File: src/rtl/warp_if.sv
`default_nettype none
// ============================================================================
// Module      : warp_if
// Description : Bundle of dispatcher, fetcher, decoder and LSU signals for
//               warp_controller. The controller uses the master modport and
//               its environment uses the slave modport.
// Revision    : 1.0 - initial release
// ============================================================================
interface warp_if #(
  parameter int PC_BITS    = 8,
  parameter int INSTR_BITS = 32
);
  logic                  warp_enable;
  logic                  start;
  logic [PC_BITS-1:0]    start_pc;
  logic                  fetch_req;
  logic                  fetch_valid;
  logic [INSTR_BITS-1:0] fetch_instr;
  logic [INSTR_BITS-1:0] instr;
  logic [1:0]            IsBR_J;
  logic                  br_taken;
  logic [PC_BITS-1:0]    br_target;
  logic                  DMemEN;
  logic                  Halt;
  logic                  lsu_req;
  logic                  lsu_done;
  logic [2:0]            warp_state;
  logic [PC_BITS-1:0]    pc;
  logic [31:0]           next_pc;
  logic                  done;
  logic [31:0]           instr_count;

  modport master (
    input  warp_enable, start, start_pc, fetch_valid, fetch_instr, IsBR_J,
           br_taken, br_target, DMemEN, Halt, lsu_done,
    output fetch_req, instr, lsu_req, warp_state, pc, next_pc, done,
           instr_count
  );

  modport slave (
    output warp_enable, start, start_pc, fetch_valid, fetch_instr, IsBR_J,
           br_taken, br_target, DMemEN, Halt, lsu_done,
    input  fetch_req, instr, lsu_req, warp_state, pc, next_pc, done,
           instr_count
  );
endinterface
`default_nettype wire

File: src/rtl/warp_controller.sv
`default_nettype none
// ============================================================================
// Module      : warp_controller
// Description : Per-warp sequencer. Steps each instruction through
//               FETCH/DECODE/REQUEST/WAIT/EXECUTE/UPDATE, owns the warp PC,
//               handshakes with the fetcher and LSU and resolves branches.
//               Optional macro WARP_INSTR_COUNT_EN adds a retired-instruction
//               counter; without it instr_count is tied to zero.
// Revision    : 1.0 - initial release
// ============================================================================
module warp_controller #(
  parameter int PC_BITS    = 8,
  parameter int INSTR_BITS = 32
) (
  input  wire logic clk,
  input  wire logic reset,
  warp_if.master    bus
);

  typedef enum logic [2:0] {
    WARP_IDLE    = 3'd0,
    WARP_FETCH   = 3'd1,
    WARP_DECODE  = 3'd2,
    WARP_REQUEST = 3'd3,
    WARP_WAIT    = 3'd4,
    WARP_EXECUTE = 3'd5,
    WARP_UPDATE  = 3'd6,
    WARP_DONE    = 3'd7
  } warp_state_t;

  warp_state_t           state_q, state_d;
  logic [PC_BITS-1:0]    pc_q, pc_d;
  logic [INSTR_BITS-1:0] instr_q, instr_d;
  logic                  done_flag_q, done_flag_d;
  logic [PC_BITS-1:0]    pc_inc;
  logic                  start_ok;
  logic                  fetch_req_d, lsu_req_d, done_d;

  assign pc_inc   = pc_q + {{(PC_BITS-1){1'b0}}, 1'b1};
  assign start_ok = bus.warp_enable && bus.start &&
                    (state_q == WARP_IDLE || state_q == WARP_DONE);

  // State, PC, instruction and LSU-completion flag registers.
  always_ff @(posedge clk or posedge reset) begin
    if (reset) begin
      state_q     <= WARP_IDLE;
      pc_q        <= '0;
      instr_q     <= '0;
      done_flag_q <= 1'b0;
    end else begin
      state_q     <= state_d;
      pc_q        <= pc_d;
      instr_q     <= instr_d;
      done_flag_q <= done_flag_d;
    end
  end

  // Next-state, PC update and handshake outputs.
  always_comb begin
    state_d     = state_q;
    pc_d        = pc_q;
    instr_d     = instr_q;
    done_flag_d = done_flag_q;
    fetch_req_d = (state_q == WARP_FETCH);
    done_d      = (state_q == WARP_DONE);
    lsu_req_d   = 1'b0;

    // An LSU completion is captured even while disabled so it is never lost.
    if ((state_q == WARP_REQUEST || state_q == WARP_WAIT) && bus.lsu_done)
      done_flag_d = 1'b1;

    if (bus.warp_enable) begin
      case (state_q)
        WARP_IDLE, WARP_DONE: begin
          if (bus.start) begin
            state_d = WARP_FETCH;
            pc_d    = bus.start_pc;
          end
        end
        WARP_FETCH: begin
          if (bus.fetch_valid) begin
            instr_d = bus.fetch_instr;
            state_d = WARP_DECODE;
          end
        end
        WARP_DECODE:  state_d = WARP_REQUEST;
        WARP_REQUEST: begin
          lsu_req_d = bus.DMemEN;
          state_d   = WARP_WAIT;
        end
        WARP_WAIT: begin
          if (!bus.DMemEN || bus.lsu_done || done_flag_q) begin
            state_d     = WARP_EXECUTE;
            done_flag_d = 1'b0;
          end
        end
        WARP_EXECUTE: state_d = WARP_UPDATE;
        WARP_UPDATE: begin
          if (bus.Halt) begin
            state_d = WARP_DONE;
          end else begin
            state_d = WARP_FETCH;
            if (bus.IsBR_J == 2'd2 || (bus.IsBR_J == 2'd1 && bus.br_taken))
              pc_d = bus.br_target;
            else
              pc_d = pc_inc;
          end
        end
        default: state_d = WARP_IDLE;
      endcase
    end
  end

  assign bus.warp_state = state_q;
  assign bus.pc         = pc_q;
  assign bus.instr      = instr_q;
  assign bus.next_pc    = 32'(pc_inc);
  assign bus.fetch_req  = fetch_req_d;
  assign bus.lsu_req    = lsu_req_d;
  assign bus.done       = done_d;

`ifdef WARP_INSTR_COUNT_EN
  logic [31:0] count_q, count_d;

  // Retired-instruction count: restarts on launch, steps once per UPDATE.
  always_comb begin
    count_d = count_q;
    if (start_ok)
      count_d = '0;
    else if (bus.warp_enable && state_q == WARP_UPDATE)
      count_d = count_q + 32'd1;
  end

  // Counter register.
  always_ff @(posedge clk or posedge reset) begin
    if (reset) count_q <= '0;
    else       count_q <= count_d;
  end

  assign bus.instr_count = count_q;
`else
  logic unused_start_ok;
  assign unused_start_ok  = start_ok;
  assign bus.instr_count  = '0;
`endif

endmodule
`default_nettype wire
File: src/flat_wrapper.sv
// flat-port wrapper written by rule: the top's interface ports become plain ports
module warp_controller_flat 
#(
  parameter int PC_BITS    = 8,
  parameter int INSTR_BITS = 32
)
  (clk, reset, bus_warp_enable, bus_start, bus_start_pc, bus_fetch_valid, bus_fetch_instr, bus_IsBR_J, bus_br_taken, bus_br_target, bus_DMemEN, bus_Halt, bus_lsu_done, bus_fetch_req, bus_instr, bus_lsu_req, bus_warp_state, bus_pc, bus_next_pc, bus_done, bus_instr_count);
  warp_if #(.PC_BITS(PC_BITS), .INSTR_BITS(INSTR_BITS)) bus_i ();
  input  wire logic clk;
  input  wire logic reset;
  input wire logic [$bits(bus_i.warp_enable)-1:0] bus_warp_enable;
  input wire logic [$bits(bus_i.start)-1:0] bus_start;
  input wire logic [$bits(bus_i.start_pc)-1:0] bus_start_pc;
  input wire logic [$bits(bus_i.fetch_valid)-1:0] bus_fetch_valid;
  input wire logic [$bits(bus_i.fetch_instr)-1:0] bus_fetch_instr;
  input wire logic [$bits(bus_i.IsBR_J)-1:0] bus_IsBR_J;
  input wire logic [$bits(bus_i.br_taken)-1:0] bus_br_taken;
  input wire logic [$bits(bus_i.br_target)-1:0] bus_br_target;
  input wire logic [$bits(bus_i.DMemEN)-1:0] bus_DMemEN;
  input wire logic [$bits(bus_i.Halt)-1:0] bus_Halt;
  input wire logic [$bits(bus_i.lsu_done)-1:0] bus_lsu_done;
  output wire logic [$bits(bus_i.fetch_req)-1:0] bus_fetch_req;
  output wire logic [$bits(bus_i.instr)-1:0] bus_instr;
  output wire logic [$bits(bus_i.lsu_req)-1:0] bus_lsu_req;
  output wire logic [$bits(bus_i.warp_state)-1:0] bus_warp_state;
  output wire logic [$bits(bus_i.pc)-1:0] bus_pc;
  output wire logic [$bits(bus_i.next_pc)-1:0] bus_next_pc;
  output wire logic [$bits(bus_i.done)-1:0] bus_done;
  output wire logic [$bits(bus_i.instr_count)-1:0] bus_instr_count;
  assign bus_i.warp_enable = bus_warp_enable;
  assign bus_i.start = bus_start;
  assign bus_i.start_pc = bus_start_pc;
  assign bus_i.fetch_valid = bus_fetch_valid;
  assign bus_i.fetch_instr = bus_fetch_instr;
  assign bus_i.IsBR_J = bus_IsBR_J;
  assign bus_i.br_taken = bus_br_taken;
  assign bus_i.br_target = bus_br_target;
  assign bus_i.DMemEN = bus_DMemEN;
  assign bus_i.Halt = bus_Halt;
  assign bus_i.lsu_done = bus_lsu_done;
  assign bus_fetch_req = bus_i.fetch_req;
  assign bus_instr = bus_i.instr;
  assign bus_lsu_req = bus_i.lsu_req;
  assign bus_warp_state = bus_i.warp_state;
  assign bus_pc = bus_i.pc;
  assign bus_next_pc = bus_i.next_pc;
  assign bus_done = bus_i.done;
  assign bus_instr_count = bus_i.instr_count;
  warp_controller #(.PC_BITS(PC_BITS), .INSTR_BITS(INSTR_BITS)) u_core (.clk(clk), .reset(reset), .bus(bus_i));
endmodule
File: config.mk
export PLATFORM = sky130hd
export DESIGN_NAME = warp_controller_flat
export DESIGN_NICKNAME = d
export VERILOG_FILES = /design/src/rtl/warp_if.sv /design/src/rtl/warp_controller.sv /design/src/flat_wrapper.sv
export SDC_FILE = /design/constraint.sdc
export NUM_CORES = 1
export LEC_CHECK = 0
export ABC_AREA = 1
export CORE_ASPECT_RATIO = 1.1
export CORE_MARGIN = 5
export CORE_UTILIZATION = 38
export CTS_CLUSTER_SIZE = 14
export DETAILED_ROUTE_END_ITERATION = 10
export PLACE_DENSITY = 0.82
export SLEW_MARGIN = 20
export SYNTH_ARGS = -nofsm -noshare
export SYNTH_HDL_FRONTEND = slang
export SYNTH_SLANG_ARGS = --single-unit
export TNS_END_PERCENT = 10
File: constraint.sdc
create_clock -name clk -period 1.8 [get_ports clk]
set_clock_uncertainty 0.15 [all_clocks]
set_input_delay 0.36 -clock clk [delete_from_list [all_inputs] [get_ports clk]]
set_output_delay 0.36 -clock clk [all_outputs]
set_load 0.05 [all_outputs]
==> qor.yml, run 1 <==
status:
  outcome: "complete, but fails checks"
  violations: "setup timing"
synthesis:
  syn_area_mm2: 0.00275
  yosysWarnings: 0
  syn_avg_cell_area_um2: 9.45
  yosysSeqAreaShare_pct: 40.0
  synthesis.instances: 291
  synth_cell_types: 28
  ys_ff_latch: 44
hold_path:
  hold_class: "in -> async"
routing:
  wl_um: 7230
  vias: 2303
  wl_per_cell_um: 13.9
  antenna_left: 0
  drt_iter0_drc: 102
  via_per_inst: 4.43
  first_pass_iters: 6
  route.detailed.drc: 0
floorplan:
  io_pins: 169
  rows: 32
  start_util_pct: 39.0
  dieArea_mm2: 0.00904
  die_w_um: 91.1
  die_h_um: 99.2
  coreArea_mm2: 0.00705
power_and_ir_drop:
  p_per_area_mw_per_mm2: 2050
  max-vdd-ir-drop_mv: 1.48
  total_power_mw: 8.94
  p_leak_nw: 2.24
setup_path:
  crit_path_cell_trace: "ha_4 -> nand2_2 -> nor2_4 -> nand2_2 -> nand2_2 -> nand2_2 -> buf_12"
  cpPeakStageDelay_ns: 0.41
  cp_common_cell: "nand2_2"
  crit_slowest_cell: "dfrtp_2"
  required_ns: 1.29
  end_kind: "primary output"
  cp.arrival_ns: 1.43
  worstSetupStartpointType: "flip-flop"
  crit_fanout: 4
  critical_path_class: "reg -> out"
job:
  drv_cap: 0
placed_design:
  gp_congestion: 0.795
  dp_hpwl_um: 5480
  io_buffers: 112
  dp_cells: 495
  place_area_mm2: 0.00405
  pre_cts_slack_ns: -0.179
sta:
  maxSlewViolCount: 0
  setup_viol: 7
  hold_violations: 0
  rsz0062_at_grt: "true"
  layout_min_cycle_time_ns: 1.94
  period_share_pct: 108
  layout_setup_ws_ns: -0.140
  max_freq_ghz: 0.515
  hold_ws_ns: 0.259
grt:
  use_met3_pct: 4.16
  gr-usage-met1_pct: 16.1
  grt_max_degree: 45
  grt_pass1_wl_um: 11300
  grt_overflow: 0
  grtUsageTotal_pct: 15.1
  grt_use_met2_pct: 28.9
  busiest_layer: "met2"
  antenna_found_initial: 0
  grt_pass1_vias: 2400
final_layout:
  diodes: 0
  post_layout_nonfiller_instances: 520
  drive_above_1_share_pct: 39.1
  design_area_mm2: 0.00437
  nNetsFinal: 494
  syn2layout_area_growth_pct: 58.9
clock_tree:
  cts_hold_buf: 0
  cts.root.buffer_cell: "clkbuf_8"
  cts_buffers: 5
  numClockSinks: 44
  cts_tree: "built"
  worst_setup_hold_path_clk_slew_ns: 0.09
  clock_latency_ns: 0.29
  clockBufferDepth: 2
  h-tree-depth: 2
==> kinds of logic (layout without fill, tap and decap cells) <==
kind of cell    count (synthesis)  count (layout)  share of synthesized area [%]
flops                          44              44                           40.0
other cells                     1              56                          0.136
xor+xnor                        2               2                          0.637
mux                            32              32                           17.2
simple gates                  106             106                           17.5
buf+inv                        87             176                           20.6
fa+ha+maj                       1               1                          0.455
compound gates                 18              18                           3.46
==> flip-flops by register name, indices dropped and copies added, names as in the netlist <==
name / count
u_core.done_flag_q: 1
u_core.bus.pc: 8
u_core.bus.instr: 32
u_core.bus.warp_state: 3
==> layer usage <==
layer  vias to the layer above  part of all wire (%)
met4                         0                   1.6
met2                       104                    54
li1                       1104                     -
met1                      1083                    36
met3                        12                   8.0
met5                         -                     0
==> report_power, final <==
group / switching, mW / internal, mW
clock network: 0.355 / 0.454
logic: 3.63 / 2.58
registers: 0.426 / 1.49
total: 4.42 / 4.53
==> critical path, delay by kind of cell, from the launching register on <==
kind          cells  cell delay (ns)
simple gates      5             0.41
flops             1             0.41
fa+ha+maj         1             0.16
buf+inv           1             0.15
==> timing repair <==
| action | in CTS | in global routing |
|---|---|---|
| buffers inserted | 17 | 0 |
| gates resized for setup | 20 | 6 |
| setup endpoints to repair | 9 | 10 |
| hold endpoints to repair | 0 | 0 |
| pin swaps | 10 | 2 |
==> cells in the mapped netlist <==
cell type | n | area share, %
nand2_1 | 69 | 9.4
buf_4 | 58 | 16
dfrtp_1 | 44 | 40
mux2_4 | 30 | 16
inv_1 | 20 | 2.7
nand3_1 | 11 | 2.0
o21ai_0 | 10 | 1.8
nor2_1 | 7 | 0.96
a21oi_1 | 6 | 1.1
nor3_1 | 6 | 1.1
inv_2 | 4 | 0.55
buf_6 | 3 | 1.2
nand3b_1 | 3 | 0.82
clkbuf_1 | 2 | 0.27
mux2_2 | 2 | 0.82
nand2_2 | 2 | 0.45
nand4_1 | 2 | 0.45
nor2_4 | 2 | 0.82
a211oi_1 | 1 | 0.27
conb_1 | 1 | 0.14
ha_1 | 1 | 0.45
nand2_4 | 1 | 0.41
nand3_4 | 1 | 0.64
nor4_1 | 1 | 0.23
o211ai_1 | 1 | 0.27
or2_2 | 1 | 0.23
xnor2_1 | 1 | 0.32
xor2_1 | 1 | 0.32
==> layout by cell type (no fill, tap or decap) <==
master / count
inv_4: 1
inv_2: 7
clkinv_4: 1
nand2_1: 59
mux2_4: 30
nor2_1: 5
xor2_2: 1
nand3_4: 1
ha_4: 1
nand2_4: 3
a211oi_1: 1
dlygate4sd2_1: 2
nor3_1: 6
nand3b_1: 3
conb_1: 56
nand4_1: 2
mux2_2: 2
nand3_1: 7
nand3_2: 4
nor4_4: 1
o21ai_0: 9
dfrtp_1: 36
inv_1: 15
xnor2_1: 1
o211ai_1: 1
o21ai_2: 1
buf_4: 58
clkinvlp_4: 1
clkbuf_8: 6
dfrtp_2: 8
nor2_4: 4
buf_6: 4
clkdlybuf4s50_1: 56
a21oi_1: 6
nand2_2: 10
buf_12: 24
or2_2: 1
bufinv_16: 1
==> final cells by class <==
type                       count  area (um^2)
clock buffer                   6         82.6
clock inverter                 2         38.8
fill                         558         2670
inverter                      24         96.3
multi-input combinational    215         1400
sequential                    44         1110
tap                           85          106
timing repair buffer         144         1540
==> per-stage QoR <==
| stage | setup TNS [ns] | utilization (%) |
|---|---|---|
| floorplan | -6.45 | - |
| global placement | -0.879 | 57.4 |
| detailed placement | -1.97 | 57.4 |
| CTS | -0.743 | 61.9 |
| global route | -1.25 | 62.1 |
| finish | -0.697 | 62.1 |
==> path summary, 6_finish.rpt <==
check,slack (ns),cells after the start,to,start
setup / recovery,-0.14,7,bus_next_pc[6],u_core.bus.pc[0]
hold / removal,0.26,3,u_core.bus.instr[28],reset
setup reg to reg,-0.12,13,u_core.bus.pc[7],u_core.bus.pc[1]
hold reg to reg,0.37,1,u_core.bus.instr[0],u_core.bus.instr[0]
max in group asynchronous,1.01,3,u_core.bus.pc[2],reset
min in group clk,0.37,1,u_core.bus.instr[0],u_core.bus.instr[0]
Note: power is estimated with default switching activity, not from simulation.
==> run 2, diff against run 1 <==
Clock period 1.8 ns to 1.9 ns, I/O delays scaled along.
==> run 2 against run 1 <==
- non-clock buffer count fell by 1
- routed wire length rose by 4.8%
- hold slack improved by 0.0090 ns
- global-route usage rose by 0.77 points
- sequential share of layout area rose by 0.57 points
- first-iteration DRC count fell by 25%
- critical endpoint unchanged
- core utilization fell by 1.4 points
- setup slack improved by 0.069 ns
- the flow still finishes with violations (setup timing)
- largest power group unchanged
- register-to-register slack improved by 0.28 ns
- flip-flop and latch count did not move
- design area fell by 2.3%
==> qor.yml, run 2 (same netlist as run 1, synthesis figures left out) <==
status:
  outcome: "complete, but fails checks"
  violations: "setup timing"
final_layout:
  final_cell_mix: "66 x buf_4, 61 x nand2_1, 58 x clkdlybuf4s50_1"
  drive_above_1_share_pct: 37.6
  nNetsFinal: 493
  diodes: 0
  largest_reg_flops: 32
  post_layout_nonfiller_instances: 519
  final_common_cell: "buf_4"
  syn2layout_area_growth_pct: 55.3
routing:
  wl_per_cell_um: 14.6
  route.detailed.drc: 0
  via_per_inst: 4.46
  first_pass_iters: 4
  wl_um: 7580
  antenna_left: 0
  drt_iter0_drc: 77
  vias: 2315
hold_path:
  hold_class: "in -> async"
placed_design:
  io_buffers: 112
  dp_hpwl_um: 5730
  dp_cells: 493
  gp_congestion: 0.819
clock_tree:
  worst_setup_hold_path_clk_slew_ns: 0.09
  clock_latency_ns: 0.29
  cts_tree: "built"
  numClockSinks: 44
  cts.root.buffer_cell: "clkbuf_8"
  cts_buffers: 5
  h-tree-depth: 2
  clockBufferDepth: 2
  cts_hold_buf: 0
grt:
  grt_pass1_vias: 2429
  grt_max_degree: 45
  grt_pass1_wl_um: 11800
  grtUsageTotal_pct: 15.9
  grt_overflow: 0
  antenna_found_initial: 0
sta:
  setup_viol: 4
  layout_setup_ws_ns: -0.0710
  period_share_pct: 104
  layout_min_cycle_time_ns: 1.97
  hold_violations: 0
  max_freq_ghz: 0.507
  setup_tns_ns: -0.176
  rsz0062_at_grt: "true"
  maxSlewViolCount: 0
floorplan:
  start_util_pct: 39.0
  coreArea_mm2: 0.00705
  dieArea_mm2: 0.00904
  io_pins: 169
  die_w_um: 91.1
  die_h_um: 99.2
  rows: 32
power_and_ir_drop:
  max-vdd-ir-drop_mv: 1.11
  p_sw_share_pct: 50.7
  total_power_mw: 8.27
  p_leak_nw: 2.22
  p_int_mw: 4.08
  p_per_area_mw_per_mm2: 1940
  power.switching_mw: 4.20
  p_comb_share_pct: 69.1
  p_clk_share_pct: 9.0
  pwr-share-seq_pct: 21.9
setup_path:
  required_ns: 1.37
  r2r-start: "u_core.bus.warp_state[1]"
  path_delay_family: "flip-flops"
  startpoint: "u_core.bus.pc[0]"
  end_kind: "primary output"
  crit_fanout: 5
  cpPeakStageDelay_ns: 0.43
  critical_path_class: "reg -> out"
  crit_path_cell_trace: "ha_4 -> nand2_4 -> nor2_4 -> nand2_2 -> nand2_2 -> nand2_2 -> buf_12"
  crit_buf_inv: 1
  cp_common_cell: "nand2_2"
  worstSetupStartpointType: "flip-flop"
  crit_slowest_cell: "dfrtp_2"
  cp.arrival_ns: 1.44
job:
  drv_cap: 0
## run 2: cell count changes in the layout (fill, tap and decap cells not counted), sizes merged
cell           delta
clkdlybuf4s50     +2
inv               +2
buf               -1
clkinv            -1
clkbuf            -1
dlygate4sd2       -2
## run 2: area by class of cell
cell class / instances / area [um^2]
well taps: 85 / 106
inverters: 24 / 92.6
clock buffers: 5 / 68.8
flip-flops and latches: 44 / 1110
clock inverters: 3 / 46.3
repair buffers: 143 / 1450
fillers: 574 / 2770
multi-input cells: 215 / 1400
## run 2: worst min-delay path, delay by kind of cell
kind                   cells  cell delay, ns
buffers and inverters      3            0.71
## run 2: repair_timing
item	CTS	global route
endpoints found under the setup margin	7	8
gates resized for setup	15	7
pin swaps	7	12
setup buffers	6	12
## run 2: final timing paths
| check | depth (start not counted) | endpoint | slack [ns] |
|---|---|---|---|
| worst max-delay path | 7 | bus_next_pc[6] | -0.07 |
| worst min-delay path | 3 | u_core.bus.warp_state[2] | 0.27 |
| worst max register to register | 6 | u_core.bus.instr[4] | 0.16 |
| worst min register to register | 1 | u_core.bus.instr[2] | 0.36 |
| max in group asynchronous | 3 | u_core.bus.instr[5] | 1.09 |
| min in group clk | 1 | u_core.bus.instr[2] | 0.36 |
## run 2: per-stage QoR
stage                     hold WS, ns  area, um^2  util (%)  setup WS, ns
after floorplan                 0.324        3000         -       -0.0975
after global placement          0.340        3930      55.8       -0.0154
after detailed placement        0.343        3930      55.8       -0.0776
after CTS                       0.284        4150      58.9       -0.0759
after global routing            0.305        4270      60.6        -0.147
final                           0.268        4270      60.6       -0.0710
## run 2: routing by layer
layer	routed length (um)	track usage, %
met1	2700	17.6
met2	4130	28.9
met3	539	4.08
met4	211	5.87
met5	0	0
## run 2: power by group through the flow
stage | logic [mW] | registers [mW] | clock network (mW)
after floorplan | 2.05 | 3.30 | 0
after global placement | 5.22 | 1.82 | 0
after detailed placement | 5.31 | 1.85 | 0
after CTS | 5.48 | 1.84 | 0.773
after global routing | 5.97 | 1.88 | 0.823
final | 5.71 | 1.81 | 0.745
